$ cat src/rtl/memoria_dados_param_if.sv
// Request/response bundle for memoria_dados_param: one request per cycle in,
// read data plus valid and error strobes out.
interface memoria_dados_param_if #(
    parameter int LARGURA  = 8,
    parameter int BITS_END = 8
);
    logic                   memWrite;
    logic                   memRead;
    logic [BITS_END-1:0]    endereco;
    logic [LARGURA-1:0]     escreveDado;
    logic [LARGURA/8-1:0]   habByte;
    logic [LARGURA-1:0]     leDado;
    logic                   leValido;
    logic                   erro;

    modport master (
        output memWrite, memRead, endereco, escreveDado, habByte,
        input  leDado, leValido, erro
    );

    modport slave (
        input  memWrite, memRead, endereco, escreveDado, habByte,
        output leDado, leValido, erro
    );
endinterface

$ cat src/rtl/memoria_dados_param.sv
// Parametrised single-port data memory, write-first, byte enables, 1- or 2-cycle read.
// Optional address range checking is enabled by defining MEMD_VERIFICA_LIMITE_EN.
module memoria_dados_param #(
    parameter int LARGURA      = 8,
    parameter int BITS_END     = 8,
    parameter int PROFUNDIDADE = 256,
    parameter int LATENCIA     = 1
) (
    input  logic                  clock,
    input  logic                  reset,
    memoria_dados_param_if.slave  bus
);
    localparam int AW = (PROFUNDIDADE > 1) ? $clog2(PROFUNDIDADE) : 1;
    localparam int NB = LARGURA / 8;

    // Words are stored XORed with their power-on pattern, so a zero-initialised
    // array reads back as i+1 in words 0..6 and 0 everywhere else.
    function automatic logic [LARGURA-1:0] init_word(input logic [AW-1:0] a);
        if (32'(a) < 7)
            return LARGURA'(32'(a) + 32'd1);
        else
            return '0;
    endfunction

    logic [LARGURA-1:0] mem [PROFUNDIDADE];

    // Asynchronous assertion, two-flop synchronised release.
    logic [1:0] sync_reg;
    logic       run;

    always_ff @(posedge clock or negedge reset) begin
        if (!reset)
            sync_reg <= '0;
        else
            sync_reg <= {sync_reg[0], 1'b1};
    end

    assign run = sync_reg[1];

    logic [AW-1:0] idx;
    logic          in_range;

    assign idx = AW'(bus.endereco);

`ifdef MEMD_VERIFICA_LIMITE_EN
    assign in_range = (32'(bus.endereco) < PROFUNDIDADE);
`else
    assign in_range = 1'b1;
`endif

    logic               wr_en;
    logic               rd_en;
    logic [LARGURA-1:0] old_word;
    logic [LARGURA-1:0] new_word;
    logic [LARGURA-1:0] rd_word;

    assign wr_en    = run & bus.memWrite & in_range;
    assign rd_en    = run & bus.memRead;
    assign old_word = mem[idx] ^ init_word(idx);

    generate
        for (genvar gi = 0; gi < NB; gi++) begin : g_lane
            assign new_word[8*gi +: 8] = bus.habByte[gi] ? bus.escreveDado[8*gi +: 8]
                                                         : old_word[8*gi +: 8];
        end
    endgenerate

    // Single address port: a simultaneous read always sees the merged write data.
    assign rd_word = !in_range ? '0 : (wr_en ? new_word : old_word);

    always_ff @(posedge clock) begin
        if (wr_en)
            mem[idx] <= new_word ^ init_word(idx);
    end

    logic               v1_reg;
    logic [LARGURA-1:0] d1_reg;

    always_ff @(posedge clock or negedge reset) begin
        if (!reset) begin
            v1_reg <= 1'b0;
            d1_reg <= '0;
        end else begin
            v1_reg <= rd_en;
            if (rd_en)
                d1_reg <= rd_word;
        end
    end

`ifdef MEMD_VERIFICA_LIMITE_EN
    logic erro_reg;

    always_ff @(posedge clock or negedge reset) begin
        if (!reset)
            erro_reg <= 1'b0;
        else
            erro_reg <= run & (bus.memWrite | bus.memRead) & ~in_range;
    end

    assign bus.erro = erro_reg;
`else
    assign bus.erro = 1'b0;
`endif

    generate
        if (LATENCIA == 2) begin : g_lat2
            logic               v2_reg;
            logic [LARGURA-1:0] d2_reg;

            always_ff @(posedge clock or negedge reset) begin
                if (!reset) begin
                    v2_reg <= 1'b0;
                    d2_reg <= '0;
                end else begin
                    v2_reg <= v1_reg;
                    if (v1_reg)
                        d2_reg <= d1_reg;
                end
            end

            assign bus.leValido = v2_reg;
            assign bus.leDado   = d2_reg;
        end else begin : g_lat1
            assign bus.leValido = v1_reg;
            assign bus.leDado   = d1_reg;
        end
    endgenerate
endmodule

$ cat src/flat_wrapper.sv
// flat-port wrapper written by rule: the top's interface ports become plain ports
module memoria_dados_param_flat 
#(
    parameter int LARGURA      = 8,
    parameter int BITS_END     = 8,
    parameter int PROFUNDIDADE = 256,
    parameter int LATENCIA     = 1
)
  (clock, reset, bus_memWrite, bus_memRead, bus_endereco, bus_escreveDado, bus_habByte, bus_leDado, bus_leValido, bus_erro);
  memoria_dados_param_if #(.LARGURA(LARGURA), .BITS_END(BITS_END)) bus_i ();
  input  logic clock;
  input  logic reset;
  input wire logic [$bits(bus_i.memWrite)-1:0] bus_memWrite;
  input wire logic [$bits(bus_i.memRead)-1:0] bus_memRead;
  input wire logic [$bits(bus_i.endereco)-1:0] bus_endereco;
  input wire logic [$bits(bus_i.escreveDado)-1:0] bus_escreveDado;
  input wire logic [$bits(bus_i.habByte)-1:0] bus_habByte;
  output wire logic [$bits(bus_i.leDado)-1:0] bus_leDado;
  output wire logic [$bits(bus_i.leValido)-1:0] bus_leValido;
  output wire logic [$bits(bus_i.erro)-1:0] bus_erro;
  assign bus_i.memWrite = bus_memWrite;
  assign bus_i.memRead = bus_memRead;
  assign bus_i.endereco = bus_endereco;
  assign bus_i.escreveDado = bus_escreveDado;
  assign bus_i.habByte = bus_habByte;
  assign bus_leDado = bus_i.leDado;
  assign bus_leValido = bus_i.leValido;
  assign bus_erro = bus_i.erro;
  memoria_dados_param #(.LARGURA(LARGURA), .BITS_END(BITS_END), .PROFUNDIDADE(PROFUNDIDADE), .LATENCIA(LATENCIA)) u_core (.clock(clock), .reset(reset), .bus(bus_i));
endmodule
$ cat config.mk
export PLATFORM = sky130hd
export DESIGN_NAME = memoria_dados_param_flat
export DESIGN_NICKNAME = d
export VERILOG_FILES = /design/src/rtl/memoria_dados_param_if.sv /design/src/rtl/memoria_dados_param.sv /design/src/flat_wrapper.sv
export SDC_FILE = /design/constraint.sdc
export NUM_CORES = 2
export LEC_CHECK = 0
export ABC_AREA = 1
export ABC_CLOCK_PERIOD_IN_PS = 7150
export CAP_MARGIN = 10
export CORE_UTILIZATION = 40
export DETAILED_ROUTE_END_ITERATION = 12
export PLACE_DENSITY_LB_ADDON = 0.1
export SKIP_CTS_REPAIR_TIMING = 1
export SLEW_MARGIN = 40
export SYNTH_ARGS = -nofsm -noshare
export SYNTH_HDL_FRONTEND = slang
export SYNTH_SLANG_ARGS = --single-unit
$ cat constraint.sdc
create_clock -name clock -period 7.15 [get_ports clock]
set_input_delay 2.145 -clock clock [delete_from_list [all_inputs] [get_ports clock]]
set_output_delay 2.145 -clock clock [all_outputs]
set_load 0.02 [all_outputs]
## Yosys cells after proc, flatten, opt, wreduce, memory -nomap -nowiden

Memories as Yosys holds them, arrays and structs flattened.
Cells that the tools add are included.

- Memory bits (writable): 2,048
- Input bits: 21
- Memories kept: 1
- Word-level logic and storage cells: 16
- Output and inout bits: 10
- Register bits: 11

- Bitwise operators: 4
- Mux-type cells: 6
- $add $sub $neg: 1
- $lt $le $gt $ge: 1

Memory list:

| name | words | width | rd ports | clocked after Yosys merged registers in | write ports | line | source |
|---|---|---|---|---|---|---|---|
| u_core.mem | 256 | 8 | 1 | 0 | 1 | memoria_dados_param.sv:25 | `logic [LARGURA-1:0] mem [PROFUNDIDADE];` |

Operator list:

| cell | count |
|---|---|
| $mux W8 | 4 |
| $xor A8 B8 Y8 | 2 |
| $add A8 B1 Y8 const B | 1 |
| $lt A8 B3 Y1 const B | 1 |
| $and A1 B1 Y1 | 2 |
| $mux W1 | 2 |

## Longest topological paths before layout

- Depth after elaboration: 5
- Mapped depth: 25
- Gate-level depth less buffers: 21

## Worst setup path after synthesis

OpenSTA, ideal clock, no wires.

- Path type: input-to-reg
- Start point: input port bus_endereco[0]
- End point: memory u_core.mem[0][1], data pin
- Setup time: 825 ps
- Buffers on the path: 4
- Data arrival time: 6,773 ps
- Setup slack: -448 ps
- Cell stages on the path: 21
- Cells stage by stage: buf_4 buf_6 buf_6 buf_2 nor2_1 nor2_1 nand2_1 nand2_1 nand2_1 nand2_1 o21ai_0 nand2_1 nor2_1 nor2_1 nor2_1 nand2_1 nand2_1 nand3_2 nand2_1 nand2_1 nand2_1

- Word-level cells in the longest chain between the ends: 5
- Elaborated cells on any way between the ends: 8
- Classes of those cells: add/sub: 1; order compare: 1; mux: 3; bitwise: 2; memory: 1

Ends and longest elaborated chain:

| what | line | source |
|---|---|---|
| from (decl) | flat_wrapper.sv:15 | `input wire logic [$bits(bus_i.endereco)-1:0] bus_endereco;` |
| branches (longest 4 deep; another with $mem_v2 Z256 W8) | n/a |  |
| $xor A8 B8 Y8 * | memoria_dados_param.sv:73 | `mem[idx] <= new_word ^ init_word(idx);` |
| to (decl) | memoria_dados_param.sv:25 |  |

Mark *: on every way between the ends. The select of a mux whose other input is x is not followed.

## Final worst setup path

- Start point: input port bus_endereco[0]
- End point: memory u_core.mem[140][0], data pin

Same word-level chain as after synthesis.

==> metrics <==
Synth async-reset ratio=0.534%; syn avg cell area=10.7 um^2; depth of the worst hold-timing path=0; RSZ-0062 raised after global routing=false; vias in the first global route=~55,000; Mapped Nets=about 8,100; power per cell area=269 mW/mm^2; Fin. Hold Viols=0; post-layout min period=about 5.9 ns; Cell Int Power=slightly above 0.02 W; CTS tree=built; Reg2Reg Setup Slack=3.51 ns; crit path DAT=around 6.4 ns; total gr overflow=0; Slew Limit Headroom=approximately two fifths; Clock Latency Late Sink=between 0.8 and 0.9 ns; Mapped Cells=around 8,000; row count=170; CP Launch Type=primary input; die extent in y=around 470 um; Slew Limit Fails=0; vias per cell=5.16; fin cells=between 10,000 and 15,000; crit end category=flop; clock share of power=a little over 40%; post-route ant nets=0; full die area=~0.22 mm^2; most frequent cell after synthesis=nand2_1; worst hold start=u_core.sync_reg[0]; TNS Setup=0 ns; TritonCTS Buffers=220; Max clock buf depth=3; Switching Share=between 20% and 30%; largest net degree at the start of global routing=173; Max VDD drop=around 0.27 mV; DP Worst Slack=0.600 ns; sequential share of the synthesized area=roughly 70%; YS warnings=0; drt wl/cell=23.4 um; num ports=31; Reg2Reg Depth=18; Top FF cell, synth=edfxtp_1; clk_skew=0.0631 ns; worst-path maximum fanout=~140; FF-to-FF Start=u_core.mem[122][0]; Vias=between 50,000 and 60,000; status=finished, final reports clean; Worst Hold Class=reg2reg; GRT Total Usage=a little under a quarter; fin worst setup slack=roughly 1.3 ns; dpl cells=10,800; switching power=about 0.0064 W; Fin Hold WS=0.363 ns; Pleak=roughly 38 nW; fraction of layout instances using a drive strength above 1=about 8.6%; max reg flops=about 2,000; Area contributors post-synth=edfxtp_1, nand2_1, nor2_1, o21ai_0, inv_1; CP Class=in2reg; top post-synthesis cells by count=nand2_1, edfxtp_1, nor2_1, inv_1, o21ai_0; DR iter-0 viols=between 5,000 and 6,000; Reg power frac=between 50% and 60%; Core Util, Final=~46%; count of different cell masters after synthesis=28; max-cap violations=0; highest clock rate=170 MHz; Worst Hold End=u_core.sync_reg[1]; synthesized area=approximately 0.087 mm^2; RePlAce Congestion=about 0.85; Synth top area share=between 70 and 80%; first-pass GRT wire length=385,000 um; final setup vio count=0; Synth-to-Final Area Change=13.4%; area leader, netlist=edfxtp_1; post-DP HPWL=157,000 um; combinational share of power=approximately 7.6%; Worst Path Required=between 7 and 8 ns; final worst-path cycle share=between 80% and 90%; final wirelength=approximately 260,000 um; I/O Buffers=29; RR Endpoint=u_core.mem[140][0]; initial antenna violation count=6; H-Tree Depth=4; drc violations=0; Die Span X=roughly 470 um; core box area=approximately 0.22 mm^2; Clk pin slew, worst setup/hold paths=around 0.060 ns; Final Net Count=just over 8,000; EDFF count, synth=a little over 2,000; Yosys reg bits=about 2,100; CTS sink cnt=around 2,100; Least-Margin Pin Slew=0.906 ns; Clock Root Buffer=clkbuf_16; Pre-Repair DR Iteration Count=6; Initial Util=40.4%
==> cell usage in the layout, fill, tap and decap left out, types with 27 or more instances in the layout <==
master and instances:
o22ai_1 136, inv_1 696, o21ai_0 580, clkinv_1 65
buf_12 65, edfxtp_1 2048, buf_4 181, clkinv_2 44
clkdlybuf4s50_1 27, nand2_1 2308, nand3_1 277, nor2_2 123
o21ai_1 139, clkbuf_16 224, clkbuf_1 54, nor2_1 1263
==> cell families after synthesis <==
group                    synth area share, %
flip-flops                              71.0
adder cells (fa/ha/maj)               0.0575
other                                0.00863
AND/OR/NAND/NOR                         18.0
buffers and inverters                   5.74
AO/OA/AOI/OAI                           5.21
==> critical path, cell delays in order <==
cell     delay [ns]
buf_8          0.42
buf_12         0.57
buf_4          0.42
nand2_1        0.09
nand3_1        0.09
nand2_1        0.08
nand2_1        0.07
nand2_1        0.06
nor2_1         0.28
nor2_1         0.07
nor2_1         0.44
nand2_1        0.11
nand2_1        0.07
nand2_1        0.07
nor2_1         0.17
nand2_1        0.08
nand3_2        0.09
nand3_1        0.18
nand2_8        0.26
buf_12         0.29
==> final cells by class <==
cell class / instances / area [um^2]
inverter: 704 / 2680
fill: 19900 / 117000
antenna: 1 / 2.50
sequential: 2059 / 61800
clock buffer: 282 / 5860
clock inverter: 133 / 1030
tap: 2838 / 3550
timing repair buffer: 279 / 3020
multi-input combinational: 4912 / 20700
==> power by group through the flow <==
| stage | clock (W) | sequential [W] | combinational, W |
|---|---|---|---|
| finish | 0.0110 | 0.0136 | 0.00203 |
| global route | 0.0116 | 0.0136 | 0.00220 |
| CTS | 0.0112 | 0.0136 | 0.00205 |
| detailed placement | 0 | 0.0138 | 0.00204 |
| global placement | 0 | 0.0138 | 0.00203 |
| floorplan | 0 | 0.0139 | 0.00105 |
==> layer usage <==
metal  up-vias  part of all wire [%]  GRT usage, %  wire [um]
met3       375                   5.8          3.46      15200
li1      27100                     -             -          -
met2      1750                    46          37.4     120000
met4         2                   3.3          7.75       8630
met1     28600                    45          34.3     119000
met5         -                0.0049             0         13
==> how the worst max path moves through the flow <==
stage | start | end | slack [ns] | cells after the start
2_1_floorplan | bus_endereco[0] | u_core.mem[0][5] | -0.02 | 20
3_3_place_gp | bus_endereco[0] | u_core.mem[228][0] | 0.58 | 20
3_5_place_dp | bus_endereco[0] | u_core.mem[228][0] | 0.60 | 20
4_1_cts | bus_endereco[0] | u_core.mem[116][0] | 1.51 | 20
5_1_grt | bus_endereco[0] | u_core.mem[140][0] | 1.18 | 20
6_report | bus_endereco[0] | u_core.mem[140][0] | 1.26 | 20
==> per-stage QoR <==
stage	cell area (um^2)	total power (W)
floorplan	87000	0.0150
global placement	91400	0.0159
detailed placement	91600	0.0159
CTS	98500	0.0268
global route	98700	0.0274
finish	98700	0.0266
Power figures use the tool's default switching activity.
